## src/rtl/ahb_sram_pkg.sv

```systemverilog
`default_nettype none
// ============================================================================
// Module      : ahb_sram_pkg
// Description : Shared AHB codes, FSM state encoding and byte-lane mask helper
//               for the banked byte-lane SRAM slave front end.
// Revision    : 1.0 - initial release
// ============================================================================
package ahb_sram_pkg;

   localparam logic [1:0] HTRANS_IDLE   = 2'd0;
   localparam logic [1:0] HTRANS_BUSY   = 2'd1;
   localparam logic [1:0] HTRANS_NONSEQ = 2'd2;
   localparam logic [1:0] HTRANS_SEQ    = 2'd3;

   localparam logic [1:0] HRESP_OKAY  = 2'd0;
   localparam logic [1:0] HRESP_ERROR = 2'd1;

   localparam logic [2:0] HSIZE_BYTE  = 3'd0;
   localparam logic [2:0] HSIZE_HALF  = 3'd1;
   localparam logic [2:0] HSIZE_WORD  = 3'd2;
   localparam logic [2:0] HSIZE_DWORD = 3'd3;

   typedef enum logic [2:0] {
      ST_IDLE = 3'd0,
      ST_WR   = 3'd1,
      ST_RD   = 3'd2,
      ST_ERR1 = 3'd3,
      ST_ERR2 = 3'd4
   } state_t;

   // Active-low lane mask; bits at or above nb are always 1.
   function automatic logic [7:0] lane_mask(input logic [2:0] hsize,
                                            input logic [2:0] lane,
                                            input logic       big_endian,
                                            input int unsigned nb);
      logic [7:0]  mask;
      int unsigned cnt;
      int unsigned first;
      int unsigned phys;
      mask  = 8'hFF;
      cnt   = 32'd1 << hsize;
      first = 32'(lane);
      if (cnt >= nb) begin
         cnt   = nb;
         first = 0;
      end
      for (int unsigned i = 0; i < 8; i++) begin
         if (i < nb && i >= first && i < first + cnt) begin
            phys = big_endian ? (nb - 1 - i) : i;
            mask[phys[2:0]] = 1'b0;
         end
      end
      return mask;
   endfunction

endpackage
`default_nettype wire

```

## src/rtl/ahb_sram_lane_dec.sv

```systemverilog
`default_nettype none
// ============================================================================
// Module      : ahb_sram_lane_dec
// Description : Transfer size / lane select to NB-bit active-low lane mask.
// Revision    : 1.0 - initial release
// ============================================================================
module ahb_sram_lane_dec
   import ahb_sram_pkg::*;
#(
   parameter int NB         = 4,
   parameter int BIG_ENDIAN = 1
) (
   input  logic [2:0]            hsize,
   input  logic [$clog2(NB)-1:0] lane,
   output logic [NB-1:0]         csn_mask
);

   logic [7:0] w_mask;

   assign w_mask   = lane_mask(hsize, 3'(lane), BIG_ENDIAN != 0, NB);
   assign csn_mask = w_mask[NB-1:0];

   generate
      if (NB < 8) begin : g_pad
         logic w_unused;
         assign w_unused = &w_mask[7:NB];
      end
   endgenerate

endmodule
`default_nettype wire

```

## src/rtl/ahb_sram_slave_if_p.sv

```systemverilog
`default_nettype none
// ============================================================================
// Module      : ahb_sram_slave_if_p
// Description : Parametrised AHB-Lite slave front end for banked byte-lane SRAM.
// Revision    : 1.0 - initial release
// ============================================================================
module ahb_sram_slave_if_p
   import ahb_sram_pkg::*;
#(
   parameter int DATA_W     = 32,
   parameter int NUM_BANKS  = 2,
   parameter int BANK_AW    = 13,
   parameter int RD_WAIT    = 0,
   parameter int BIG_ENDIAN = 1
) (
   input  logic                          hclk,
   input  logic                          hrstn,
   input  logic                          hsel,
   input  logic [1:0]                    htrans,
   input  logic [2:0]                    hsize,
   input  logic [2:0]                    hburst,
   input  logic                          hwrite,
   input  logic [31:0]                   haddr,
   input  logic                          hready_in,
   input  logic [DATA_W-1:0]             hwdata,
   output logic                          hready_out,
   output logic [1:0]                    hresp,
   output logic [DATA_W-1:0]             hrdata,
   input  logic [NUM_BANKS*DATA_W-1:0]   sram_q,
   output logic [NUM_BANKS*DATA_W/8-1:0] bank_csn,
   output logic                          sram_we,
   output logic [BANK_AW-1:0]            sram_addr,
   output logic [DATA_W-1:0]             sram_wdata
);

   localparam int NB = DATA_W / 8;
   localparam int LB = $clog2(NB);
   localparam int BW = (NUM_BANKS > 1) ? $clog2(NUM_BANKS) : 1;

   state_t                    r_state;
   logic                      r_hready;
   logic [1:0]                r_hresp;
   logic [NUM_BANKS*NB-1:0]   r_csn;
   logic                      r_we;
   logic [BANK_AW-1:0]        r_addr;
   logic [BW-1:0]             r_bank;
   logic                      r_rd_last;
   logic [1:0]                r_wait_cnt;

   logic                      w_accept;
   logic                      w_illegal;
   logic [LB-1:0]             w_size_lsbs;
   logic [BW-1:0]             w_bank;
   logic [NB-1:0]             w_lane_csn;
   logic [NUM_BANKS*NB-1:0]   w_csn_next;
   logic [DATA_W-1:0]         w_q_bank [NUM_BANKS];
   logic                      w_unused;

   assign w_accept    = hsel & hready_in & r_hready & htrans[1];
   assign w_size_lsbs = LB'((32'd1 << hsize) - 32'd1);
   assign w_illegal   = (hsize > 3'(LB)) | (|(haddr[LB-1:0] & w_size_lsbs));
   assign w_unused    = ^{hburst, htrans[0], haddr};

   generate
      if (NUM_BANKS > 1) begin : g_bank_multi
         assign w_bank = haddr[LB+BANK_AW +: BW];
      end else begin : g_bank_single
         assign w_bank = '0;
      end
      for (genvar gi = 0; gi < NUM_BANKS; gi++) begin : g_q
         assign w_q_bank[gi] = sram_q[gi*DATA_W +: DATA_W];
      end
   endgenerate

   ahb_sram_lane_dec #(
      .NB         (NB),
      .BIG_ENDIAN (BIG_ENDIAN)
   ) u_lane_dec (
      .hsize    (hsize),
      .lane     (haddr[LB-1:0]),
      .csn_mask (w_lane_csn)
   );

   always_comb begin
      w_csn_next = '1;
      for (int b = 0; b < NUM_BANKS; b++) begin
         if (BW'(b) == w_bank) w_csn_next[b*NB +: NB] = w_lane_csn;
      end
   end

   always_ff @(posedge hclk or negedge hrstn) begin
      if (!hrstn) begin
         r_state    <= ST_IDLE;
         r_hready   <= 1'b1;
         r_hresp    <= HRESP_OKAY;
         r_csn      <= '1;
         r_we       <= 1'b0;
         r_addr     <= '0;
         r_bank     <= '0;
         r_rd_last  <= 1'b0;
         r_wait_cnt <= '0;
      end else begin
         r_rd_last <= 1'b0;
         if (r_hready) begin
            // Bus is free: the next state follows the address phase on the bus.
            r_hresp    <= HRESP_OKAY;
            r_we       <= 1'b0;
            r_csn      <= '1;
            r_wait_cnt <= '0;
            if (w_accept) begin
               if (w_illegal) begin
                  r_state  <= ST_ERR1;
                  r_hready <= 1'b0;
                  r_hresp  <= HRESP_ERROR;
               end else begin
                  r_addr <= haddr[LB +: BANK_AW];
                  r_bank <= w_bank;
                  r_csn  <= w_csn_next;
                  if (hwrite) begin
                     r_state <= ST_WR;
                     r_we    <= 1'b1;
                  end else begin
                     r_state  <= ST_RD;
                     r_hready <= 1'b0;
                  end
               end
            end else begin
               r_state <= ST_IDLE;
            end
         end else begin
            case (r_state)
               ST_RD: begin
                  if (r_wait_cnt == 2'(RD_WAIT)) begin
                     r_hready  <= 1'b1;
                     r_rd_last <= 1'b1;
                  end else begin
                     r_wait_cnt <= r_wait_cnt + 2'd1;
                  end
               end
               ST_ERR1: begin
                  r_state  <= ST_ERR2;
                  r_hready <= 1'b1;
               end
               default: r_hready <= 1'b1;
            endcase
         end
      end
   end

   assign hready_out = r_hready;
   assign hresp      = r_hresp;
   assign bank_csn   = r_csn;
   assign sram_we    = r_we;
   assign sram_addr  = r_addr;
   assign sram_wdata = hwdata;
   // q is valid only in the last read cycle, one cycle after the address.
   assign hrdata     = r_rd_last ? w_q_bank[r_bank] : '0;

endmodule
`default_nettype wire

```

## config.mk

```make
export PLATFORM = sky130hd
export DESIGN_NAME = ahb_sram_slave_if_p
export DESIGN_NICKNAME = d
export VERILOG_FILES = /design/src/rtl/ahb_sram_pkg.sv /design/src/rtl/ahb_sram_lane_dec.sv /design/src/rtl/ahb_sram_slave_if_p.sv
export SDC_FILE = /design/constraint.sdc
export NUM_CORES = 1
export LEC_CHECK = 0
export CORE_MARGIN = 2
export CORE_UTILIZATION = 27
export DETAILED_ROUTE_END_ITERATION = 12
export GPL_TIMING_DRIVEN = 0
export PLACE_DENSITY = 0.79
export SYNTH_ARGS = -nofsm -noshare
export SYNTH_HDL_FRONTEND = slang
export SYNTH_SLANG_ARGS = --single-unit
export TNS_END_PERCENT = 50
```

## constraint.sdc

```tcl
create_clock -name hclk -period 2.12 [get_ports hclk]
set_clock_uncertainty 0.2 [all_clocks]
set_input_delay 0.424 -clock hclk [delete_from_list [all_inputs] [get_ports hclk]]
set_output_delay 0.424 -clock hclk [all_outputs]
set_load 0.05 [all_outputs]
```

======== After elaboration in Yosys (flattened, before gate mapping) ========
Cells that the tools add are included.
operators by class
  $add $sub $neg .......................... 3
  magnitude comparators ................... 11
  bitwise gates (word level) .............. 7
  equal/unequal tests ..................... 3
  shift operators ......................... 1
  muxes and demuxes ....................... 33
  reduce and logical (&&, ||, !) cells .... 10
operator list
  operator                                                       number
  2-to-1 mux 32 bit                                              5
  >= comparator 2 x 32 -> 1 bit, first input constant            2
  less-than comparator 1 x 32 -> 1 bit, first input constant     2
  less-than comparator 2 x 32 -> 1 bit, first input constant     2
  adder 2 x 32 -> 32 bit                                         1
  >= comparator 32 x 3 -> 1 bit, second input constant           1
  << shifter 1 x 3 -> 32 bit, first input constant               1
  2-to-1 mux 8 bit                                               2
  2-to-1 mux 1 bit                                               15
  2-to-1 mux 2 bit                                               6
  2-to-1 mux 3 bit                                               3
  2-to-1 mux 4 bit                                               2
  == test 3 x 2 -> 1 bit, second input constant                  2
  >= comparator 1 x 2 -> 1 bit, first input constant             2
  logical AND 1 bit                                              4
  nonzero test 2 bit                                             2
  bitwise AND 1 bit                                              3
  greater-than comparator 3 x 2 -> 1 bit, second input constant  1
  AND reduction 3 bit                                            1
  adder 2 x 1 -> 2 bit, second input constant                    1
  bitwise AND 2 bit                                              1
  >= comparator 2 bit, second input constant                     1
  logical NOT 2 bit                                              1
  != test 2 bit, second input constant                           1
  other kinds (6)                                                6
storage, ports and cells
  register bits after elaboration ......... 32

======== Longest topological paths before layout ========
Gate-level depths: netlist (run 1).
  word-level depth ........................ 10
  gate-level depth with buffers ........... 8

======== Cells and area by module ========
Synthesis (run 1) repeated with hierarchy kept, for this count alone.
unflattened totals
  cells, all modules ...................... 213
  area, all modules ....................... 2245.9 um2
modules (own cells, without submodules)
  module               cells each  times used  area an instance (um2)
  ahb_sram_slave_if_p  190         1           2095.8
  ahb_sram_lane_dec    23          1           150.1

======== Worst setup path before layout (run 1) ========
OpenSTA, ideal clock, no wires.
  kind .................................... input-to-reg
  start point ............................. in hsize[1]
  end point ............................... reg r_csn[1] (netlist: bank_csn[1])
  library setup time ...................... 83 ps
  data required time ...................... 1837 ps
  stages .................................. 8
  arrival time ............................ 2204 ps
  slack ................................... -368 ps
  path through ............................ nor2_1 -> and2_1 -> ha_1 -> inv_1 -> fa_1 -> a211oi_1 -> o221ai_1 -> a41oi_1
between the ends
  cells in the longest elaborated chain, start to end .. 10
ends and longest elaborated chain
  item                                                   RTL line                    RTL
  from (decl)                                            ahb_sram_slave_if_p.sv:20   input logic [2:0] hsize,
  << shifter 1 x 3 -> 32 bit                             ahb_sram_pkg.sv:41          cnt = 32'd1 << hsize;
  >= comparator 32 x 3 -> 1 bit                          ahb_sram_pkg.sv:43          if (cnt >= nb) begin
  2-to-1 mux 2 bit or 2-to-1 mux 32 bit (tied branches)  ahb_sram_pkg.sv:43
  adder 2 x 32 -> 32 bit                                 -
  less-than comparator 2 x 32 -> 1 bit                   ahb_sram_pkg.sv:48          if (i < nb && i >= first && i < first + cnt) begin
  logical AND 1 bit                                      ahb_sram_pkg.sv:48
  2-to-1 mux 1 bit                                       ahb_sram_pkg.sv:48
  2-to-1 mux 4 bit                                       ahb_sram_slave_if_p.sv:87   if (BW'(b) == w_bank) w_csn_next[b*NB +: NB] = w_lane_csn;
  2-to-1 mux 8 bit *                                     ahb_sram_slave_if_p.sv:111  if (w_illegal) begin
  2-to-1 mux 8 bit *                                     ahb_sram_slave_if_p.sv:110  if (w_accept) begin
  to (signal assigned)                                   ahb_sram_slave_if_p.sv:118  r_csn <= w_csn_next;
  to (decl)                                              ahb_sram_slave_if_p.sv:43   logic [NUM_BANKS*NB-1:0] r_csn;
Mark *: on every way between the ends. The rest lies on a longest branch, timed or not.
A chain may end at the register's enable or synchronous reset.

======== Worst setup path after layout (run 1) ========
  start point ............................. in hsize[0]
  end point ............................... reg r_csn[6] (netlist: bank_csn[6])
between the ends
  cells in the longest elaborated chain, start to end .. 10
ends and longest elaborated chain
  item                                                   RTL line
  << shifter 1 x 3 -> 32 bit                             ahb_sram_pkg.sv:41
  >= comparator 32 x 3 -> 1 bit                          ahb_sram_pkg.sv:43
  2-to-1 mux 2 bit or 2-to-1 mux 32 bit (tied branches)  ahb_sram_pkg.sv:43
  adder 2 x 32 -> 32 bit                                 -
  less-than comparator 1 x 32 -> 1 bit                   ahb_sram_pkg.sv:48
  logical AND 1 bit                                      ahb_sram_pkg.sv:48
  2-to-1 mux 1 bit                                       ahb_sram_pkg.sv:48
  2-to-1 mux 4 bit                                       ahb_sram_slave_if_p.sv:87
  2-to-1 mux 8 bit *                                     ahb_sram_slave_if_p.sv:111
  2-to-1 mux 8 bit *                                     ahb_sram_slave_if_p.sv:110
Marked as above.

==> impl_results.md, run 1 <==
* Top post-synthesis cells by count: 34 x buf_4, 33 x mux2i_1, 32 x nor2b_1
* Multiplexer share of the synthesized area at a little over a fifth
* Adder-Cell Fraction of Synth Area at around 2.6%
* Chip Width at 95.08 um
* RSZ-0062 raised after global routing: true
* Core Box Area at 8134 um2
* Simple-gate area share of the yosys netlist at between 10% and 20%
* Post-DRT Antenna Nets at 0
* CTS Root Cell: clkbuf_8
* Initial core utilization at 27.53%
* Layer with the highest usage: met2
* Detailed Place HPWL at 6336 um
* Final worst slack at -36.28 ps
* Sequential area share after synthesis at 35.14%
* Synth area leaders: dfrtp_1 25%, mux2i_1 15%, buf_4 11%
* Critical path type: in2reg
* All-Layer GR Usage at 15.58%
* Sw Pwr at 910.2 uW
* Lkg Pwr at roughly 0.0018 uW
* Register bit total from synthesis at 31
* Highest-delay cell along the critical path: or3_4
* Routability Congestion at 0.8489
* Crit start category: primary input
* Gate Count Post-Synth at 222
* Seq pwr share at roughly 30%
* Synthesized cell area at 2240 um2
* Worst path cell trace: buf_2 > nor3_4 > ha_4 > inv_2 > fa_2 > or3_4 > o211ai_1 > a41oi_2
* Worst path top cell family by delay: simple AND/OR/NAND/NOR gates
* WP buf/inv at 2
* Die height at 95.08 um
* First DRT Iteration DRCs at 47
* First-pass GRT wire length at 11130 um
* CTS Sinks at 31
* Mapped Nets at 367
* Main combinational cell family by area after synthesis: multiplexers
* Tmin final at 2156 ps
* Max-cap violations at 0
* Global routing usage on met3 at 5.534%
* Bufs on Longest Clock Path at 2
* Initial antenna violation count at 0
* CP peak stage delay at 440 ps
* Yosys warnings at 0
* Overall Power at between 2000 and 2500 uW
* DIE AREA at 9039 um2
* Violated checks: hold timing, setup timing
* Global routing usage on met2 at roughly 29%
* Worst Path Required at around 2100 ps
* Switching portion of total power at between 30% and 40%
* Vias in the first global route at 2236
* Pins Over Slew Limit at 0
* Max Fanout on Critical Path at 4
* Combinational share of power at approximately half
* # DRC at 0
* Drt total wl at 7788 um
* Fmax at 463.8 MHz
* Fillcell total at ~770
* Setup Viol. Count Final at 2
* WP data arrival at around 2100 ps
* I/O Buffers at 176
* Antenna cells at 0
* Largest net degree at the start of global routing at 32
* Wire per inst at 15.01 um
* Synth top area share at 24.58%
* VDD IR max at about 0.46 mV
* Total CTS buffers at 5
* TritonCTS clock tree: done
* Count leader, synth: buf_4
* Final Hold Fails at 22
* Clk_lat worst skew at between 200 and 300 ps
* Area leader, netlist: dfrtp_1
* Worst Hold Class: in2async
* Worst hold margin at -21.32 ps
* Compound-cell area share of the yosys netlist at 8.380%
* Post-synth cell types at 37
* XOR/XNOR Fraction of Synth Area at 0.3911%
* Async set or reset register ratio after synthesis at 100.0%
* Layout cells sized above 1 at between 30% and 40%
* Worst slew margin at 47.36%
* Vias at approximately 2.3k
* I/O Pins at 230
* Post-Place Worst Slack at -971.3 ps
* Post-synthesis to final-layout area growth at 95.03%
* H-tree depth at 2
* CP endpoint kind: register
* Via density at around 4.4
* Rows at 33
* Post-synth EDFFs at 0
* Reg2reg setup slack at 150 ps
* Total Nets Final at about 560
* Pwr dens at 553.7 nW/um2
* Mean Syn Cell Area at between 10 and 15 um2
* DRT Pass-1 Iters at 4
* Int Power at 1509 uW
* Period utilisation layout at 101.7%
* Met1 Track Usage GR at 17.69%
* Outcome: finished, violations left
* Clk slew on worst S/H paths at 70 ps
* Slew @ Worst Pin at 778.6 ps
* Most used DFF post-synth: dfrtp_1
* Gr ovfl total at 0
* Clock Power Share at around 20%
-- final timing paths --
kind,from,end,cells past startpoint
min,hrstn,sram_addr[0],1
max in group asynchronous,hrstn,r_bank,1
min reg2reg,bank_csn[4],bank_csn[4],2
max,hsize[0],bank_csn[6],8
min in group hclk,hsize[2],hresp[0],3
max reg2reg,r_wait_cnt[0],r_wait_cnt[1],5
-- area by class of cell --
| class | instances | area, um2 | share of cell area, % |
|---|---|---|---|
| timing repair buffer | 185 | 1695 | 38.81 |
| buffer | 43 | 347.8 | 7.963 |
| clock inverter | 1 | 5.005 | 0.1146 |
| inverter | 10 | 37.54 | 0.8594 |
| clock buffer | 7 | 86.33 | 1.977 |
| multi-input combinational | 137 | 1276 | 29.22 |
| tap | 105 | 131.4 | 3.008 |
| sequential | 31 | 788.3 | 18.05 |
-- power by group through the flow --
stage          registers [uW]  clock network [uW]  logic, uW
2_1_floorplan             944                   0        491
3_3_place_gp              710                   0       1150
3_5_place_dp              715                   0       1160
4_1_cts                   720                 487       1180
5_1_grt                   729                 517       1290
6_report                  718                 473       1230
-- per-layer routing --
metal	share of wire [%]	vias up
li1	-	1117
met1	35	1075
met2	54	110
met3	10	2
met4	0.17	0
met5	0	-
-- registers in the layout, summed over array words and instances, names as in the netlist --
| register | cells |
|---|---|
| bank_csn | 8 |
| hready_out | 1 |
| hresp | 1 |
| r_bank | 1 |
| r_rd_last | 1 |
| r_state | 3 |
| r_wait_cnt | 2 |
| sram_addr | 13 |
| sram_we | 1 |
-- timing repair --
item / CTS / global route
gates cloned: 0 / 0
gates resized for setup: 198 / 46
setup buffers: 4 / 5
hold buffers: 0 / 0
setup endpoints to repair: 60 / 45
hold endpoints to repair: 0 / 0
pin swaps: 9 / 11
-- layout by cell type, fill, tap and decap left out, drive strengths merged, types with 3 or more instances in the layout --
cell / instances
a21oi: 3
a41oi: 7
buf: 71
clkbuf: 25
clkdlybuf4s50: 128
dfrtp: 22
dfstp: 9
dlygate4sd2: 10
ha: 3
inv: 10
mux2: 14
mux2i: 33
nor2: 12
nor2b: 32
o21ai: 5
-- through the flow --
stage	setup TNS, ps	instance area (um2)	hold WS, ps	instances	util, %
after floorplan	-2891	2308	-71.59	222	-
after global placement	-31450	4202	278.4	503	51.65
after detailed placement	-33090	4202	281.2	503	51.65
after CTS	-108.1	4223	286.8	514	51.92
after global routing	-147.7	4368	26.65	519	53.70
final	-48.04	4368	-21.32	519	53.70
-- kinds of logic (layout without fill, tap and decap cells) --
group | count (synthesis) | count (layout)
flops | 31 | 31
compound gates | 26 | 26
simple gates | 58 | 58
xor+xnor | 1 | 1
other cells | 1 | 1
buf+inv | 54 | 246
mux | 47 | 47
fa+ha+maj | 4 | 4
(Power assumes the default switching activity.)
==> inputs of run 2 (changes only) <==
--- a/config.mk
+++ b/config.mk
@@ -6,10 +6,10 @@
 export NUM_CORES = 1
 export LEC_CHECK = 0
 export CORE_MARGIN = 2
-export CORE_UTILIZATION = 27
+export CORE_UTILIZATION = 29
 export DETAILED_ROUTE_END_ITERATION = 12
 export GPL_TIMING_DRIVEN = 0
-export PLACE_DENSITY = 0.79
+export PLACE_DENSITY = 0.81
 export SYNTH_ARGS = -nofsm -noshare
 export SYNTH_HDL_FRONTEND = slang
 export SYNTH_SLANG_ARGS = --single-unit
==> constraint.sdc (replaced) <==
create_clock -name hclk -period 2.4 [get_ports hclk]
set_clock_uncertainty 0.2 [all_clocks]
set_input_delay 0.48 -clock hclk [delete_from_list [all_inputs] [get_ports hclk]]
set_output_delay 0.48 -clock hclk [all_outputs]
set_load 0.05 [all_outputs]
==> impl_results.md, run 2 (synthesis gave the netlist of run 1 again) <==
* Highest-delay cell along the critical path: fa_2
* Vias in the first global route at 2249 (+0.58%)
* I/O Buffers at 176 (unchanged)
* Routability Congestion at 0.7874 (-7.2%)
* CTS Sinks at 31 (unchanged)
* Post-DRT Antenna Nets at 0 (unchanged)
* Most frequent cells in the layout: 138 x clkdlybuf4s50_1, 40 x buf_4, 33 x mux2i_1
* Outcome: completed
* Critical path type: in2reg
* Wire per inst at 14.57 um (-2.9%)
* RSZ-0062 raised after global routing: false
* Placed instance area at 4136 um2 (-1.5%)
* Total Nets Final at 553 (-0.90%)
* Die height at 91.88 um (-3.4%)
* Via density at 4.434 (-0.11%)
* Fmax at 430.0 MHz
* Tmin final at 2325 ps
* Post-route cell area at 4354 um2 (-0.32%)
* CP endpoint kind: register
* Worst slew margin at 52.98% (+5.6 points)
* Largest net degree at the start of global routing at 32 (unchanged)
* Core Box Area at 7607 um2 (-6.5%)
* Clk_lat worst skew at 270 ps (about the same)
* Detailed Place HPWL at 6092 um (-3.8%)
* H-tree depth at 2 (unchanged)
* First-pass GRT wire length at 11100 um (-0.24%)
* Bufs on Longest Clock Path at 2 (unchanged)
* Worst Path Required at 2400 ps (+300 ps)
* Max Fanout on Critical Path at 4 (unchanged)
* Initial core utilization at 29.44% (+1.9 points)
* WP data arrival at 2320 ps (+180 ps)
* Leading cell type in the layout, fill and taps excluded: clkdlybuf4s50_1
* Core Util, Final at 57.24% (+3.5 points)
* Final Hold Fails at 0 (-100%)
* Max-cap violations at 0 (unchanged)
* Antenna cells at 0 (unchanged)
* Post-synthesis to final-layout area growth at 94.41%
* Pwr dens at 475.5 nW/um2 (-14%)
* Drt total wl at 7443 um (-4.4%)
* TNS Setup at 0 ps (+48.04 ps)
* DRT Pass-1 Iters at 4 (unchanged)
* VDD IR max at 0.4905 mV (+6.5%)
* CTS Hold Buffers Added at 0 (unchanged)
* Layout cells sized above 1 at 29.83% (-8.1 points)
* Worst Hold Class: in2async
* Lkg Pwr at 0.001765 uW (-4.3%)
* Slew @ Worst Pin at 695.5 ps (-83.13 ps)
* Period utilisation layout at just under 100%
* TritonCTS clock tree: done
* Gr ovfl total at 0 (unchanged)
* Total CTS buffers at 5 (unchanged)
* I/O Pins at 230 (unchanged)
* DIE AREA at 8442 um2 (-6.6%)
* Initial antenna violation count at 0 (unchanged)
* Chip Width at 91.88 um (-3.4%)
* # DRC at 0 (unchanged)
* Clk slew on worst S/H paths at 60 ps (about the same)
* Fillcell total at 649 (-15%)
* CTS Root Cell: clkbuf_8
* CP peak stage delay at 370 ps (-70 ps)
* Pins Over Slew Limit at 0 (unchanged)
* Vias at 2266 (-1.6%)
* First DRT Iteration DRCs at 55 (+17%)
* All-Layer GR Usage at 16.22% (+0.64 points)
* Largest register FFs at 13 (unchanged)
* Rows at 32 (-3.0%)
* Setup Viol. Count Final at 0 (-2)
* Crit start category: primary input
* Worst path cell trace: dlygate4sd2_1 > nor3_2 > ha_2 > inv_1 > fa_2 > a211oi_4 > o211ai_1 > a41oi_1
-- run 2: changes by cell type in the layout (fill, tap and decap cells not counted), moves of 10 or more --
cell             change
buf_2               -18
clkbuf_4            -14
clkdlybuf4s15_2     +29
clkdlybuf4s50_1     +10
nor2b_1             +16
nor2b_2             -16
-- run 2: layout make-up --
cell class,instances,area (um2),share of cell area (%)
repair buffers,180,1807,41.49
well taps,102,127.6,2.931
inverters,10,37.54,0.8621
plain buffers,43,319.1,7.328
multi-input cells,137,1184,27.18
clock inverters,1,5.005,0.1149
clock buffers,7,86.33,1.983
flip-flops and latches,31,788.3,18.10
-- run 2: layer usage --
layer | wire [um] | global-route usage [%] | part of all wire (%)
met4 | 53 | 2.985 | 0.71
met5 | 0 | 0 | 0
met1 | 2833 | 17.96 | 38
met2 | 3854 | 30.70 | 52
met3 | 701 | 4.848 | 9.4
-- run 2: worst paths after layout --
check | from | to | slack [ps] | cells past startpoint
min | hrstn | sram_addr[8] | 30 | 1
max in group asynchronous | hrstn | r_bank | 1500 | 1
min in group hclk | hresp[0] | hresp[0] | 290 | 1
max reg2reg | hready_out | sram_addr[4] | 250 | 5
max | hsize[0] | bank_csn[6] | 70 | 8
min reg2reg | hresp[0] | hresp[0] | 290 | 1
-- run 2: where the power goes --
part	total, uW	switching [uW]	leakage [uW]	internal [uW]
Clock	418	187	0.0000482	231
Combinational	1020	554	0.00134	468
Sequential	632	41.8	0.000379	590
-- run 2: through the flow --
step	instances	setup WS [ps]	total power, uW	hold slack (ps)
floorplan	222	39.77	1257	-15.59
global route	511	1.500	2166	86.11
global placement	500	-715.6	1633	273.8
detailed placement	500	-839.3	1649	278.8
finish	511	74.64	2071	33.49
CTS	510	-42.08	2090	289.2
-- run 2: worst max-delay path: cells and delay by family --
kind	cells	cell delay (ps)
AO/OA/AOI/OAI	3	730
adder cells (fa/ha/maj)	2	590
AND/OR/NAND/NOR	1	180
buffers and inverters	2	340
-- run 2: timing repair --
action,in CTS,in global routing
gates resized for setup,107,13
endpoints found under the hold margin,0,0
pin swaps,3,5
setup endpoints to repair,40,10
setup buffers,3,1
